`src/rtl/bip_pkg.sv`:
```
// rtl/bip_pkg.sv - shared BIP opcode values, instruction field layout and fetch state encoding
package bip_pkg;

   localparam int INSTR_WIDTH   = 16;
   localparam int OPCODE_WIDTH  = 5;
   localparam int OPERAND_WIDTH = 11;
   localparam int OPCODE_MSB    = 15;
   localparam int OPCODE_LSB    = 11;
   localparam int OPERAND_MSB   = 10;
   localparam int OPERAND_LSB   = 0;

   localparam logic [OPCODE_WIDTH-1:0] OP_HALT = 5'b00000;
   localparam logic [OPCODE_WIDTH-1:0] OP_STO  = 5'b00001;
   localparam logic [OPCODE_WIDTH-1:0] OP_LD   = 5'b00010;
   localparam logic [OPCODE_WIDTH-1:0] OP_LDI  = 5'b00011;
   localparam logic [OPCODE_WIDTH-1:0] OP_ADD  = 5'b00100;
   localparam logic [OPCODE_WIDTH-1:0] OP_ADDI = 5'b00101;
   localparam logic [OPCODE_WIDTH-1:0] OP_SUB  = 5'b00110;
   localparam logic [OPCODE_WIDTH-1:0] OP_SUBI = 5'b00111;

   typedef enum logic [2:0] {
      ST_IDLE,
      ST_FETCH,
      ST_LOAD,
      ST_EXEC,
      ST_HALT,
      ST_PAUSE
   } fetch_state_t;

endpackage

```
`src/rtl/bip_fetch_unit_if.sv`:
```
// rtl/bip_fetch_unit_if.sv - program memory read port and decoder-facing opcode stream
interface bip_fetch_unit_if
   import bip_pkg::*;
#(
   parameter int PC_WIDTH      = 11,
   parameter int INSTR_WIDTH   = bip_pkg::INSTR_WIDTH,
   parameter int OPCODE_WIDTH  = bip_pkg::OPCODE_WIDTH,
   parameter int OPERAND_WIDTH = INSTR_WIDTH - OPCODE_WIDTH
);

   logic [PC_WIDTH-1:0]      instr_addr;
   logic                     instr_rd_en;
   logic [INSTR_WIDTH-1:0]   instr_data;
   logic [OPCODE_WIDTH-1:0]  opcode;
   logic [OPERAND_WIDTH-1:0] operand;
   logic                     instr_valid;
   logic                     WrPC;

   modport master (
      output instr_addr, instr_rd_en, opcode, operand, instr_valid,
      input  instr_data, WrPC
   );

   modport slave (
      input  instr_addr, instr_rd_en, opcode, operand, instr_valid,
      output instr_data, WrPC
   );

endinterface

```
`src/rtl/bip_program_counter.sv`:
```
// rtl/bip_program_counter.sv - program counter with restart load, increment enable and natural wrap
module bip_program_counter
   import bip_pkg::*;
#(
   parameter int PC_WIDTH     = 11,
   parameter int RESET_VECTOR = 0
) (
   input  logic                clk,
   input  logic                reset,
   input  logic                load_i,
   input  logic                inc_i,
   output logic [PC_WIDTH-1:0] pc_o
);

   logic [PC_WIDTH-1:0] pc_q, pc_d;

   // Increment truncates to PC_WIDTH, so the top address rolls over to zero silently.
   always_comb begin
      pc_d = pc_q;
      if (load_i) begin
         pc_d = PC_WIDTH'(RESET_VECTOR);
      end else if (inc_i) begin
         pc_d = pc_q + PC_WIDTH'(1);
      end
   end

   always_ff @(posedge clk) begin
      if (reset) begin
         pc_q <= PC_WIDTH'(RESET_VECTOR);
      end else begin
         pc_q <= pc_d;
      end
   end

   assign pc_o = pc_q;

endmodule

```
`src/rtl/bip_fetch_unit.sv`:
```
// rtl/bip_fetch_unit.sv - BIP fetch sequencer, 3 cycles per instruction; BIP_FETCH_SINGLE_STEP_EN adds step/PAUSE
module bip_fetch_unit
   import bip_pkg::*;
#(
   parameter int PC_WIDTH     = 11,
   parameter int INSTR_WIDTH  = bip_pkg::INSTR_WIDTH,
   parameter int OPCODE_WIDTH = bip_pkg::OPCODE_WIDTH,
   parameter int RESET_VECTOR = 0
) (
   input  logic                clk,
   input  logic                reset,
   input  logic                start,
`ifdef BIP_FETCH_SINGLE_STEP_EN
   input  logic                step,
`endif
   bip_fetch_unit_if.master    bus,
   output logic [PC_WIDTH-1:0] pc,
   output logic                halted
);

   localparam int OPERAND_WIDTH = INSTR_WIDTH - OPCODE_WIDTH;

   fetch_state_t           state_q, state_d;
   logic [INSTR_WIDTH-1:0] ir_q, ir_d;
   logic                   pc_load;
   logic                   pc_inc;
   logic                   exec;

   bip_program_counter #(
      .PC_WIDTH     (PC_WIDTH),
      .RESET_VECTOR (RESET_VECTOR)
   ) u_pc (
      .clk    (clk),
      .reset  (reset),
      .load_i (pc_load),
      .inc_i  (pc_inc),
      .pc_o   (pc)
   );

   always_comb begin
      state_d = state_q;
      ir_d    = ir_q;
      pc_load = 1'b0;
      pc_inc  = 1'b0;
      case (state_q)
         ST_IDLE:  if (start) state_d = ST_FETCH;
         ST_FETCH: state_d = ST_LOAD;
         ST_LOAD: begin
            ir_d    = bus.instr_data;
            state_d = ST_EXEC;
         end
         ST_EXEC: begin
            if (bus.WrPC) begin
               pc_inc  = 1'b1;
`ifdef BIP_FETCH_SINGLE_STEP_EN
               state_d = ST_PAUSE;
`else
               state_d = ST_FETCH;
`endif
            end else begin
               state_d = ST_HALT;
            end
         end
         ST_HALT: begin
            if (start) begin
               pc_load = 1'b1;
               state_d = ST_FETCH;
            end
         end
`ifdef BIP_FETCH_SINGLE_STEP_EN
         ST_PAUSE: if (step) state_d = ST_FETCH;
`endif
         default:  state_d = ST_IDLE;
      endcase
   end

   always_ff @(posedge clk) begin
      if (reset) begin
         state_q <= ST_IDLE;
         ir_q    <= '0;
      end else begin
         state_q <= state_d;
         ir_q    <= ir_d;
      end
   end

   // Fields are zeroed outside EXEC so the combinational decoder sees HALT and drives no writes.
   assign exec            = (state_q == ST_EXEC);
   assign bus.instr_addr  = pc;
   assign bus.instr_rd_en = (state_q == ST_FETCH);
   assign bus.instr_valid = exec;
   assign bus.opcode      = exec ? ir_q[INSTR_WIDTH-1 -: OPCODE_WIDTH] : '0;
   assign bus.operand     = exec ? ir_q[OPERAND_WIDTH-1:0] : '0;
   assign halted          = (state_q == ST_HALT);

endmodule

```
`src/flat_wrapper.sv`:
```
// flat-port wrapper written by rule: the top's interface ports become plain ports
module bip_fetch_unit_flat import bip_pkg::*;
#(
   parameter int PC_WIDTH     = 11,
   parameter int INSTR_WIDTH  = bip_pkg::INSTR_WIDTH,
   parameter int OPCODE_WIDTH = bip_pkg::OPCODE_WIDTH,
   parameter int RESET_VECTOR = 0
)
  (clk, reset, start, pc, halted, bus_instr_addr, bus_instr_rd_en, bus_opcode, bus_operand, bus_instr_valid, bus_instr_data, bus_WrPC);
  bip_fetch_unit_if #(.PC_WIDTH(PC_WIDTH), .INSTR_WIDTH(INSTR_WIDTH), .OPCODE_WIDTH(OPCODE_WIDTH)) bus_i ();
  input  logic clk;
  input  logic reset;
  input  logic start;
  output logic [PC_WIDTH-1:0] pc;
  output logic halted;
  output wire logic [$bits(bus_i.instr_addr)-1:0] bus_instr_addr;
  output wire logic [$bits(bus_i.instr_rd_en)-1:0] bus_instr_rd_en;
  output wire logic [$bits(bus_i.opcode)-1:0] bus_opcode;
  output wire logic [$bits(bus_i.operand)-1:0] bus_operand;
  output wire logic [$bits(bus_i.instr_valid)-1:0] bus_instr_valid;
  input wire logic [$bits(bus_i.instr_data)-1:0] bus_instr_data;
  input wire logic [$bits(bus_i.WrPC)-1:0] bus_WrPC;
  assign bus_instr_addr = bus_i.instr_addr;
  assign bus_instr_rd_en = bus_i.instr_rd_en;
  assign bus_opcode = bus_i.opcode;
  assign bus_operand = bus_i.operand;
  assign bus_instr_valid = bus_i.instr_valid;
  assign bus_i.instr_data = bus_instr_data;
  assign bus_i.WrPC = bus_WrPC;
  bip_fetch_unit #(.PC_WIDTH(PC_WIDTH), .INSTR_WIDTH(INSTR_WIDTH), .OPCODE_WIDTH(OPCODE_WIDTH), .RESET_VECTOR(RESET_VECTOR)) u_core (.clk(clk), .reset(reset), .start(start), .bus(bus_i), .pc(pc), .halted(halted));
endmodule
```
`config.mk`:
```
export PLATFORM = sky130hd
export DESIGN_NAME = bip_fetch_unit_flat
export DESIGN_NICKNAME = d
export VERILOG_FILES = /design/src/rtl/bip_pkg.sv /design/src/rtl/bip_fetch_unit_if.sv /design/src/rtl/bip_program_counter.sv /design/src/rtl/bip_fetch_unit.sv /design/src/flat_wrapper.sv
export SDC_FILE = /design/constraint.sdc
export NUM_CORES = 1
export LEC_CHECK = 0
export ABC_AREA = 0
export BUFFER_PORTS_ARGS = -buffer_cell sky130_fd_sc_hd__buf_2
export CAP_MARGIN = 20
export CORE_ASPECT_RATIO = 1.5
export CORE_MARGIN = 3
export CORE_UTILIZATION = 40
export DETAILED_ROUTE_END_ITERATION = 8
export PLACE_DENSITY = 0.69
export SETUP_SLACK_MARGIN = 0.5
export SYNTH_ARGS = -nofsm -noshare
export SYNTH_HDL_FRONTEND = slang
export SYNTH_SLANG_ARGS = --single-unit
```
`constraint.sdc`:
```
create_clock -name clk -period 1.4 [get_ports clk]
set_input_delay 0.21 -clock clk [delete_from_list [all_inputs] [get_ports clk]]
set_output_delay 0.21 -clock clk [all_outputs]
set_load 0.01 [all_outputs]
```
==> metrics.yaml <==
sta:
  slew_viol_final: 0
  max_slew.worst_pin.slew_ps: 300
  holdWs_ps: 166
  period_needed_ps: 1500
  rsz0062_at_grt: "true"
  fmax_mhz: 667
  hold_violations: 0
  tns_ps: -505
  period_share: 1.07
  setup_viol: 22
  setup_slack_ps: -100
  worst_clock_skew_ps: 5.88
  max_slew_margin: 0.800
floorplanning:
  die_w_um: 54.1
  dieArea_mm2: 0.00423
  rows: 25
  start_util: 0.427
  num_io_pins: 61
  coreArea_mm2: 0.00325
  die_h_um: 78.2
critical_path:
  crit_fanout: 5
  worstPathArrival_ps: 1670
  cp.required_ps: 1570
  critPathLaunch: "u_core.state_q[2]"
  crit_path_start_kind: "flop"
  critPathKind: "reg2reg"
  cp-end-kind: "flop"
  worstReg2RegStart: "u_core.state_q[2]"
grt:
  grt_max_degree: 20
  grt_antenna_before_repair: 0
  grt_pass1_wl_um: 6960
  grt-ovfl-total: 0
  grt_util_all_layers: 0.224
  grt_pass1_vias: 1565
synth:
  yosysSeqAreaShare: 0.432
  ys_types: 28
  synth_compound_gate_area_share: 0.0937
  synth_top_family_by_area: "simple AND/OR/NAND/NOR gates"
  syn_area_per_cell_um2: 7.80
  synth_top_cell_area_share: 0.432
  yosys.area_share.simple: 0.313
  synthAdderAreaFrac: 0.00901
  ys_warn_count: 0
  synth_cells: 178
  synth_seq_cells: 30
  synth_top_cell_by_area: "dfxtp_1"
  synth_nets: 199
  synthTopCellsByArea: "dfxtp_1, nand2_1, and2_1"
  synth-xor-area-share: 0.0568
  synth.area.mux_share: 0
  synth_area_mm2: 0.00139
layout:
  final_common_cell: "buf_6"
  syn_to_final_growth_pct: 98.8
  instances_no_fill: 301
  design_area_mm2: 0.00276
  final_cell_mix: "buf_6, nand2_2, buf_2"
  antenna_cells: 0
  drive_above_1_share: 0.778
  final_nets: 281
placement:
  place_area_mm2: 0.00187
  placed_cells: 273
  hpwl_um: 2570
  gp_congestion: 0.707
  port_buffers: 60
power:
  switchingPower_uw: 658
  seqPwrFrac: 0.432
  total_power_uw: 2190
  swShare: 0.301
  power.combinational.fraction: 0.264
  p_int_uw: 1530
  irDropWorstVdd_mv: 0.750
  power.density_mw_per_mm2: 792
  clkPwrFrac: 0.305
  p_leak_uw: 0.00117
outcome:
  violations: "setup timing"
  status: "complete, but fails checks"
drt:
  drc: 0
  first_pass_iters: 4
  vias: 1576
  postRouteAntennaNets: 0
  wire_per_inst_um: 17.2
  drt_wl_total_um: 5190
  via_per_inst: 5.24
  drtIter0Drc: 17
clock_tree:
  path_clk_slew_ps: 60
  cts-htree-levels: 2
  cts_hold_buf: 0
  numCtsBuffers: 5
  tritoncts: "built"
  clkSinkCount: 30
  worstSkewPairLatency_ps: 280
  root_buffer: "clkbuf_8"
  clockBufferDepth: 2
worst_hold_path:
  hold_class: "in2reg"
  hold_start: "bus_instr_data[15]"
run:
  drv_cap: 0
==> metrics by stage <==
stage | setup slack (ps) | utilization
floorplan | 43.6 | -
global placement | 69.8 | 0.574
detailed placement | 33.6 | 0.574
CTS | -30.9 | 0.775
global route | -150 | 0.849
finish | -100 | 0.849
==> logic make-up (layout without fill, tap and decap cells) <==
logic type	after synthesis	after routing
and+or+nand+nor	89	90
DFF	30	30
xor gates and xnor gates	9	9
adders and majority gates	1	1
buffers and inverters	24	106
AOI/OAI and AO/OA	25	25
==> registers in the layout, summed over array words and instances, names as in the netlist <==
signal            cells
u_core.ir_q          16
u_core.state_q        3
u_core.u_pc.pc_o     11
==> final timing paths <==
kind	slack [ps]	endpoint	cells past startpoint
worst min register to register	470	u_core.ir_q[5]	2
worst max register to register	-100	u_core.u_pc.pc_o[2]	6
worst max-delay path	-100	u_core.u_pc.pc_o[2]	6
worst min-delay path	170	u_core.ir_q[15]	3
==> critical path, stage by stage, from the launching register on <==
cell	delay, ps
dfxtp_2	320
buf_4	120
buf_6	120
nand4b_1	320
nor2_1	270
xnor2_1	170
nor2_1	70
==> synthesized netlist by cell type <==
master	instances
a21o_1	1
a21oi_1	21
a22oi_1	1
and2_1	18
and4_1	1
buf_1	1
buf_2	1
buf_4	11
clkbuf_1	7
dfxtp_1	30
ha_1	1
inv_1	3
inv_2	1
nand2_1	37
nand2b_1	1
nand3_1	4
nand3b_2	1
nand4_1	2
nand4b_1	1
nor2_1	13
nor3_1	3
nor3b_1	1
nor4_1	3
o21ai_1	2
or2_1	1
or3_1	3
xnor2_1	7
xor2_1	2
==> power by group through the flow <==
stage	combinational [uW]	clock, uW	sequential, uW
after floorplan	224	0	962
after global placement	313	0	958
after detailed placement	320	0	960
after CTS	464	673	936
after global routing	620	708	946
final	577	667	944
==> area by class of cell <==
type / count / area [um^2]
clock buffer: 8 / 80.1
sequential: 30 / 641
fill: 157 / 492
inverter: 4 / 17.5
timing repair buffer: 94 / 918
multi-input combinational: 125 / 1050
tap: 40 / 50.0
==> what timing repair did <==
item                                    4_1_cts  5_1_grt
gates resized for setup                     103       53
buffers inserted                             12        6
pin swaps                                    28       27
endpoints found under the setup margin       70       71
cloned                                        2        0
==> layer usage <==
metal  part of all wire  global-route usage
met1               0.32               0.206
met2               0.60               0.419
met3              0.041              0.0664
met4              0.035               0.105
met5                  0                   0
No activity file was read; power rests on OpenSTA's default activity.
